<file path="config.mk">
export PLATFORM = sky130hd
export DESIGN_NAME = byte_unstrip_ctrl
export DESIGN_NICKNAME = d
export VERILOG_FILES = /design/src/rtl/byte_unstrip_ctrl.sv
export SDC_FILE = /design/constraint.sdc
export NUM_CORES = 1
export LEC_CHECK = 0
export ABC_AREA = 0
export CORE_ASPECT_RATIO = 1.2
export CORE_MARGIN = 2
export CORE_UTILIZATION = 53
export CTS_CLUSTER_DIAMETER = 60
export DETAILED_ROUTE_END_ITERATION = 6
export PLACE_DENSITY_LB_ADDON = 0.1
export SYNTH_ARGS = -nofsm -noshare
export SYNTH_HDL_FRONTEND = slang
export SYNTH_SLANG_ARGS = --single-unit
</file>
<file path="constraint.sdc">
create_clock -name clk_2f -period 2.3 [get_ports clk_2f]
set_input_delay 0.23 -clock clk_2f [delete_from_list [all_inputs] [get_ports clk_2f]]
set_output_delay 0.23 -clock clk_2f [all_outputs]
set_load 0.01 [all_outputs]
</file>
<file path="src/rtl/byte_unstrip_ctrl.sv">
// -----------------------------------------------------------------------------
// byte_unstrip_ctrl
//
// Receive-side lane controller for a 2-lane PHY. The two lanes deliver one
// byte each per word; a word lasts two clk_2f cycles. The block locks onto
// the word boundary using COM symbols present on both lanes. Once locked, it
// merges the lanes into one byte stream, lane 0 first and lane 1 second.
//
// Lane valid mismatches are counted. A run of ERR_LIMIT consecutive mismatch
// words sends the controller back to the boundary search.
//
// Optional feature: define BYTE_UNSTRIP_CTRL_STATS_EN to add the word_cnt
// output. word_cnt is a 16-bit wrapping count of forwarded words.
//
// Ports:
//   clk_2f       in   byte clock (twice the lane word rate)
//   reset        in   synchronous, active-high
//   data_par_0   in   [7:0] lane 0 byte, stable for one word
//   data_par_1   in   [7:0] lane 1 byte, same timing as lane 0
//   valid_par_0  in   lane 0 valid
//   valid_par_1  in   lane 1 valid
//   data_out     out  [7:0] unstripped byte stream (IDLE_SYM when not valid)
//   valid_out    out  data_out qualifier
//   lane_sel     out  lane of the byte on data_out; holds while valid_out=0
//   synced       out  high while word alignment is locked
//   err_cnt      out  [ERR_W-1:0] saturating count of mismatch words
//   err_pulse    out  one-cycle pulse per mismatch word
//   word_cnt     out  [15:0] forwarded words (BYTE_UNSTRIP_CTRL_STATS_EN only)
// -----------------------------------------------------------------------------
module byte_unstrip_ctrl #(
  parameter logic [7:0] COM_SYM    = 8'hBC,
  parameter logic [7:0] IDLE_SYM   = 8'h7C,
  parameter int         SYNC_WORDS = 4,
  parameter int         ERR_LIMIT  = 3,
  parameter int         ERR_W      = 4
) (
  input  logic             clk_2f,
  input  logic             reset,
  input  logic [7:0]       data_par_0,
  input  logic [7:0]       data_par_1,
  input  logic             valid_par_0,
  input  logic             valid_par_1,
  output logic [7:0]       data_out,
  output logic             valid_out,
  output logic             lane_sel,
  output logic             synced,
  output logic [ERR_W-1:0] err_cnt,
  output logic             err_pulse
`ifdef BYTE_UNSTRIP_CTRL_STATS_EN
  ,
  output logic [15:0]      word_cnt
`endif
);

  typedef enum logic {
    ST_SYNC   = 1'b0,
    ST_ACTIVE = 1'b1
  } state_t;

  // run_cnt counts COM cycles, up to 2*15 = 30.
  localparam int              RUN_W    = 5;
  localparam logic [RUN_W-1:0] RUN_LAST = RUN_W'(2 * SYNC_WORDS - 1);
  localparam logic [3:0]       ERR_LIM  = 4'(ERR_LIMIT);

  state_t           state_q, state_d;
  logic             phase_q, phase_d;      // 0 = first cycle of a word
  logic [RUN_W-1:0] run_cnt_q, run_cnt_d;
  logic [3:0]       err_run_q, err_run_d;
  logic [7:0]       hold1_q, hold1_d;      // lane 1 byte of the current word
  logic             fwd_q, fwd_d;          // current word is being forwarded
  logic [7:0]       data_out_q, data_out_d;
  logic             valid_out_q, valid_out_d;
  logic             lane_sel_q, lane_sel_d;
  logic             err_pulse_q, err_pulse_d;
  logic [ERR_W-1:0] err_cnt_q, err_cnt_d;
  logic [15:0]      word_cnt_q, word_cnt_d;

  logic is_com;
  logic both_valid;
  logic one_valid;

  assign is_com     = valid_par_0 && valid_par_1 &&
                      (data_par_0 == COM_SYM) && (data_par_1 == COM_SYM);
  assign both_valid = valid_par_0 && valid_par_1;
  assign one_valid  = valid_par_0 ^ valid_par_1;

  always_comb begin
    // NOTE: every next-state signal is given a default before any branch, so
    // no path through this block can leave one unassigned and infer a latch.
    state_d     = state_q;
    phase_d     = ~phase_q;
    run_cnt_d   = run_cnt_q;
    err_run_d   = err_run_q;
    hold1_d     = hold1_q;
    fwd_d       = fwd_q;
    data_out_d  = IDLE_SYM;
    valid_out_d = 1'b0;
    lane_sel_d  = lane_sel_q;
    err_pulse_d = 1'b0;
    err_cnt_d   = err_cnt_q;
    word_cnt_d  = word_cnt_q;

    unique case (state_q)
      ST_SYNC: begin
        fwd_d     = 1'b0;
        err_run_d = '0;
        if (is_com) begin
          run_cnt_d = run_cnt_q + 1'b1;
          // The first COM cycle of a run is by definition phase 0.
          if (run_cnt_q == '0) phase_d = 1'b1;
          // Leaving on the last COM cycle makes the first ACTIVE cycle a
          // phase-0 cycle, because the run length is even.
          if (run_cnt_q == RUN_LAST) begin
            state_d   = ST_ACTIVE;
            run_cnt_d = '0;
          end
        end else begin
          run_cnt_d = '0;
        end
      end

      ST_ACTIVE: begin
        if (!phase_q) begin
          fwd_d = 1'b0;
          if (both_valid && !is_com) begin
            data_out_d  = data_par_0;
            valid_out_d = 1'b1;
            lane_sel_d  = 1'b0;
            hold1_d     = data_par_1;
            fwd_d       = 1'b1;
            err_run_d   = '0;
            word_cnt_d  = word_cnt_q + 16'd1;
          end else if (is_com) begin
            err_run_d = '0;
          end else if (one_valid) begin
            err_pulse_d = 1'b1;
            err_run_d   = err_run_q + 1'b1;
            if (err_cnt_q != '1) err_cnt_d = err_cnt_q + 1'b1;
          end
          // Neither lane valid: idle word, err_run left unchanged.
        end else begin
          // Phase 1: lane inputs are ignored; only the captured word matters.
          if (fwd_q) begin
            data_out_d  = hold1_q;
            valid_out_d = 1'b1;
            lane_sel_d  = 1'b1;
          end
          fwd_d = 1'b0;
          if (err_run_q >= ERR_LIM) begin
            state_d   = ST_SYNC;
            err_run_d = '0;
            run_cnt_d = '0;
          end
        end
      end

      default: state_d = ST_SYNC;
    endcase
  end

  always_ff @(posedge clk_2f) begin
    // NOTE: sequential state uses non-blocking assignments only, so every
    // register samples the values from before this clock edge.
    if (reset) begin
      state_q     <= ST_SYNC;
      phase_q     <= 1'b0;
      run_cnt_q   <= '0;
      err_run_q   <= '0;
      hold1_q     <= '0;
      fwd_q       <= 1'b0;
      data_out_q  <= IDLE_SYM;
      valid_out_q <= 1'b0;
      lane_sel_q  <= 1'b0;
      err_pulse_q <= 1'b0;
      err_cnt_q   <= '0;
      word_cnt_q  <= '0;
    end else begin
      state_q     <= state_d;
      phase_q     <= phase_d;
      run_cnt_q   <= run_cnt_d;
      err_run_q   <= err_run_d;
      hold1_q     <= hold1_d;
      fwd_q       <= fwd_d;
      data_out_q  <= data_out_d;
      valid_out_q <= valid_out_d;
      lane_sel_q  <= lane_sel_d;
      err_pulse_q <= err_pulse_d;
      err_cnt_q   <= err_cnt_d;
      word_cnt_q  <= word_cnt_d;
    end
  end

  assign data_out  = data_out_q;
  assign valid_out = valid_out_q;
  assign lane_sel  = lane_sel_q;
  assign synced    = (state_q == ST_ACTIVE);
  assign err_cnt   = err_cnt_q;
  assign err_pulse = err_pulse_q;

`ifdef BYTE_UNSTRIP_CTRL_STATS_EN
  assign word_cnt = word_cnt_q;
`else
  // The counter has no reader in this build and is optimised away.
  logic unused_word_cnt;
  assign unused_word_cnt = ^word_cnt_q;
`endif

endmodule

</file>
## Yosys cells after proc, flatten, opt, wreduce, memory -nomap -nowiden

Cells that the tools add are included.

| storage, ports and cells | value |
|---|---|
| bits in read-only memories | 0 |
| register bits after elaboration | 35 |
| memories | 0 |
| output and inout bits | 16 |
| bits in latches | 0 |
| input port bits | 20 |
| bits in writable memories | 0 |

| cells by class | value |
|---|---|
| div/mod/pow operators | 0 |
| mux-type cells | 31 |
| shift-type cells | 0 |
| magnitude comparators | 1 |
| bitwise operators | 5 |
| $mul | 0 |
| add/subtract/negate cells | 3 |
| eq/ne operators | 9 |
| reduce and logical (&&, ||, !) cells | 14 |

Operators with widths:

| cell | count |
|---|---|
| $mux 8 | 3 |
| $mux 4 | 5 |
| $mux 5 | 4 |
| $eq 8x8->1 const B | 2 |
| $mux 1 | 15 |
| $pmux 5 s2 | 1 |
| $add 4x1->4 const B | 2 |
| $pmux 4 s2 | 1 |
| $ne 2x1->1 const B | 3 |
| $reduce_and 3->1 | 2 |
| $reduce_and 6->1 | 1 |
| $add 5x1->5 const B | 1 |
| $eq 5x3->1 const B | 1 |
| $logic_not 5->1 | 1 |
| $ne 5x1->1 const B | 1 |
| $reduce_or 5->1 | 1 |
| $ge 4x2->1 const B | 1 |
| $logic_and 1x1->1 | 4 |
| $ne 4x4->1 const B | 1 |
| $not 1->1 | 4 |
| $pmux 1 s2 | 2 |
| $reduce_and 2->1 | 2 |
| $ne 3x2->1 const B | 1 |
| $reduce_bool 2->1 | 1 |
| other kinds (3) | 3 |

## Longest topological paths before layout

| logic depth | value |
|---|---|
| depth in word-level cells | 8 |
| mapped depth | 6 |
| depth with buffers taken out | 5 |

## Worst setup path before layout

Ideal clock, no wire load.

| timing path | value |
|---|---|
| path kind | flip-flop to flip-flop |
| start point | reg err_run_q[0] |
| end point | reg err_run_q[0] |
| slack | 804 ps |
| setup time | 65 ps |
| data required time | 2235 ps |
| arrival time | 1431 ps |
| cell stages (with the launch flop) | 6 |
| clock period less this slack | 1496 ps |
| path through | dfxtp_1 ha_1 or4b_2 a21oi_1 mux2i_1 nor2_1 |

| between the ends | value |
|---|---|
| longest elaborated chain between the ends | 6 |

Ends and longest elaborated chain:

| element | line | source |
|---|---|---|
| start, declared | 68 | `logic [3:0] err_run_q, err_run_d;` |
| start signal, assigned | 181 | `err_run_q <= err_run_d;` |
| $add 4x1->4 | 137 | `err_run_d = err_run_q + 1'b1;` |
| $mux 4 | 135 | `end else if (one_valid) begin` |
| $mux 4 | 133 | `end else if (is_com) begin` |
| $mux 4 | 125 | `if (both_valid && !is_com) begin` |
| $mux 4 | 123 | `if (!phase_q) begin` |
| $pmux 4 s2 | 103 | `unique case (state_q)` |

Parallel ways exist; a longest one is shown, timed or not. The select of a mux whose other input is x is not followed.
A chain may end at the register's enable or synchronous reset.

## Final worst setup path

| timing path | value |
|---|---|
| start point | in valid_par_0 |
| end point | reg hold1_q[5] |

| between the ends | value |
|---|---|
| longest elaborated chain between the ends | 6 |

Ends and longest elaborated chain:

| element | line | source |
|---|---|---|
| start, declared | 41 | `input logic valid_par_0,` |
| $logic_and 1x1->1 * | 82, 84 |  |
| $logic_and 1x1->1 | 82 | `assign is_com = valid_par_0 && valid_par_1 &&` |
| $logic_and 1x1->1 | 83 | `(data_par_0 == COM_SYM) && (data_par_1 == COM_SYM);` |
| $logic_not 1->1 | 125 |  |
| $logic_and 1x1->1 * | 125 |  |
| $reduce_and 3->1 (no line) * | -- |  |
| end signal, assigned | 182 | `hold1_q <= hold1_d;` |
| end, declared | 69 | `logic [7:0] hold1_q, hold1_d;` |

Every way passes the cells marked *; elsewhere a longest branch is shown, timed or not.

==> summary by stage <==
Power and ir drop
Summed over all cells, the static leakage comes to 0.734 nW. The total power density per cell area is 490 mW/mm2. The design draws 0.00101 W. The largest voltage drop on the vdd net is 372 uV.

Cells and area
The repair_antennas step left the layout with diodes totalling 0. The net count of the finished layout is 226. The final core area utilization is 0.689.

The design area is 0.00207 mm2. Of the cells placed in the final design, the portion with a size suffix greater than 1 is 0.109. The filler cells instantiated in the layout total 244.

The layout overhead on the synthesized area is 26.5%.

Logic synthesis
The part of the Yosys area used for sequential elements is 0.429. The main combinational cell family by area after synthesis is simple AND/OR/NAND/NOR gates. Synthesis instantiated 47 different standard cells from the library. The area fraction in compound gates after synthesis is 0.130. After synthesis, the cell types taking the most area are sky130_fd_sc_hd__dfxtp_1 (43%), sky130_fd_sc_hd__nand2b_1 (6.5%), sky130_fd_sc_hd__mux2i_1 (6.1%). The share of the synthesized area in the top cell type is 0.429. After synthesis the netlist holds a flip-flop and latch count of 35.

Of the total synthesized cell area, the portion taken by XOR and XNOR cells is 0.0268. The most used flip-flop cell after synthesis is sky130_fd_sc_hd__dfxtp_1. Synthesis handed over a netlist of 164 instances. The synthesis warning total is 0.

The synthesized-area fraction occupied by adder cells is 0.0383. The net count after synthesis is 189. The biggest area contributor in the post-synthesis netlist is sky130_fd_sc_hd__dfxtp_1. The commonest cells after synthesis are sky130_fd_sc_hd__dfxtp_1 (35), sky130_fd_sc_hd__nand2b_1 (17), sky130_fd_sc_hd__mux2i_1 (10). The portion of synthesized area spent on multiplexers is 0.0613. A synthesized cell averages 9.96 um2. The simple-gate area share of the yosys netlist is 0.277. The number of flops mapped to enable cells by yosys is 0.

The combined area of all synthesized cells is 0.00163 mm2. The most numerous cell in the Yosys netlist is sky130_fd_sc_hd__dfxtp_1. Of all flip-flops after synthesis, the portion carrying an async set or reset was 0.

GRT
The total overflow left after global routing is 0. The largest net degree at the start of global routing is 22. Across every metal layer, demand over resource in global routing totals 0.228. The first global-routing pass estimated 5910 um of wire. The via count of the first global-routing pass is 1324. The number of antenna violations at the first check in global routing is 0.

Drt
The count of unresolved DRC violations after routing is 0. The routed design has 3610 um of wire. The routed layout has 1351 vias. Dividing the detail-routed via count by the number of cells gives 5.68. The first-pass iteration count of the detailed router is 4. After detailed routing, the average wire length per cell comes to 15.2 um.

In this run, the number of DRC markers left after iteration 0 of detailed routing was 25. The count of nets left with antenna violations once routing finished came out at 0.

Setup path
The end of the critical path is hold1_q[5]. The reg-to-reg endpoint is run_cnt_q[0]. The setup check on the worst reg-to-reg path leaves a slack of 640 ps.

The critical path data required time is 2500 ps. The launch point of the critical path is valid_par_0. Data on the critical path arrives at its endpoint at 2040 ps. The worst setup path is of the input port to register kind. The reg-to-reg critical path startpoint is run_cnt_q[0].

STA classifies the critical path startpoint as an input port. Of all nets on the critical path, the largest fanout is 9. The depth of the most critical reg-to-reg path is 5. STA classifies the critical path endpoint as a register.

Clock tree
Clock-pin slew was measured on the worst setup and hold paths at 100 ps. Once the clock tree was built, the setup fixing pass inserted 0 buffers. The clock net sink count is 35. Buffers inserted to repair hold after CTS numbered 0. The TritonCTS clock tree is yes. The number of levels the H-tree was split into is 2. Once the clock tree was built, the resizer swapped 0 gates to a different size. The clock insertion delay at the later pin of the skew report is 340 ps. The tree is rooted in a sky130_fd_sc_hd__clkbuf_4.

The TritonCTS buffer count is 5. The number of buffers on the longest clock path is 2.

STA
Of the available clock period, the critical path in the final layout requires 0.798. The shortest period the worst path allows is 1840 ps. The max-slew violation total from the final report is 0. Clock skew on the completed layout was measured at 4.13 ps. The relative slew slack is 0.556. The number of setup violations in the final report is 0. The final hold violation count is 0. Setup repair after global routing left no endpoint under its margin. Adding up every negative setup slack in the final design gives 0 ps.

The transition time at the pin with the least slew margin is 657 ps. Static timing analysis puts the maximum clock frequency at 545 MHz.

Floorplan
The number of top-level pins is 36. The die outline area is 0.00355 mm2. The die width is 54.7 um. The initialized floorplan defines 22 standard-cell rows. For this configuration, the core starts out at a cell density of 0.545. In this run the vertical extent of the chip is 64.8 um. In this run the standard cell core region covers 0.00300 mm2.

Placement
Routability-driven placement finished with a final weighted congestion of 0.828. The quantity of I/O buffers inserted on ports is 35. Once placement finished, the instance area stood at 0.00202 mm2. The detailed-placement wirelength estimate is 2640 um.

Job
Max-cap violations in this run came to 0.

Worst hold path
The class of the tightest hold or removal check is register to register.

Status
The flow ran to the end, and the final reports show no timing, DRC or antenna violations.
## area by class of cell
cell class                 count  area (um2)  share of cell area
inverter                       5        18.8             0.00908
timing repair buffer          39         380               0.184
multi-input combinational    115         872               0.422
sequential                    35         701               0.339
clock inverter                 1        5.00             0.00242
tap                           36        45.0              0.0218
clock buffer                   7        45.0              0.0218
## where the power goes
| group | total, W | leakage [nW] | switching (W) | internal, W |
|---|---|---|---|---|
| logic | 0.0000782 | 0.423 | 0.0000314 | 0.0000467 |
| clock network | 0.000325 | 0.0293 | 0.000206 | 0.000119 |
| registers | 0.000609 | 0.282 | 0.00000248 | 0.000607 |
| total | 0.00101 | 0.734 | 0.000239 | 0.000773 |
## cells in the final DEF, fill, tap and decap left out, drive strengths merged, types with 2 or more instances in the layout
cell            n
dfxtp          35
clkdlybuf4s50  35
nand2b         17
mux2i          10
nor2            9
nand3           9
a21oi           8
nand2           7
clkbuf          7
inv             5
o32a            5
xor2            5
ha              5
buf             4
nor3            4
nand3b          3
nor4            3
nand4b          2
or3             2
and3            2
nand4           2
a22o            2
## per-layer routing
metal / vias to the layer above / share of wire / GRT usage
met4: 0 / 0.017 / 0.0938
met5: - / 0 / 0
met1: 641 / 0.41 / 0.260
met3: 7 / 0.051 / 0.0507
li1: 672 / - / -
met2: 31 / 0.52 / 0.393
## worst max-delay path, stage by stage
cell and delay (ps):
sky130_fd_sc_hd__clkdlybuf4s50_1 460, sky130_fd_sc_hd__ha_1 270, sky130_fd_sc_hd__nand4b_1 180, sky130_fd_sc_hd__nor3_4 420, sky130_fd_sc_hd__a21oi_2 290, sky130_fd_sc_hd__mux2i_1 190
## through the flow
| step | hold slack [ps] | setup slack (ps) | std cells |
|---|---|---|---|
| after floorplan | 356 | 804 | 164 |
| after CTS | 498 | 455 | 238 |
| after global routing | 505 | 340 | 238 |
| final | 492 | 464 | 238 |
| after detailed placement | 476 | 119 | 230 |
| after global placement | 460 | 214 | 230 |
## flip-flops by register name, summed over array words and instances, names as in the netlist
name,cells
synced,1
lane_sel,1
data_out,8
fwd_q,1
err_run_q,4
hold1_q,8
valid_out,1
err_pulse,1
phase_q,1
run_cnt_q,5
err_cnt,4
## cell families (layout without fill, tap and decap cells)
family / count (synthesis) / in the layout
AO/OA/AOI/OAI: 27 / 27
multiplexers: 10 / 10
buffers and inverters: 14 / 52
adder cells (fa/ha/maj): 5 / 5
AND/OR/NAND/NOR: 68 / 68
flip-flops: 35 / 35
XOR/XNOR: 5 / 5
## how the worst min path moves through the flow
stage,startpoint,to,slack (ps),cells after the start
after floorplan,data_par_0[7],data_out[7],360,1
after global placement,hold1_q[2],data_out[2],460,1
after detailed placement,hold1_q[2],data_out[2],480,1
after CTS,hold1_q[3],hold1_q[3],500,2
after global routing,hold1_q[3],hold1_q[3],500,2
final,hold1_q[3],hold1_q[3],490,2
(Power assumes the default switching activity.)
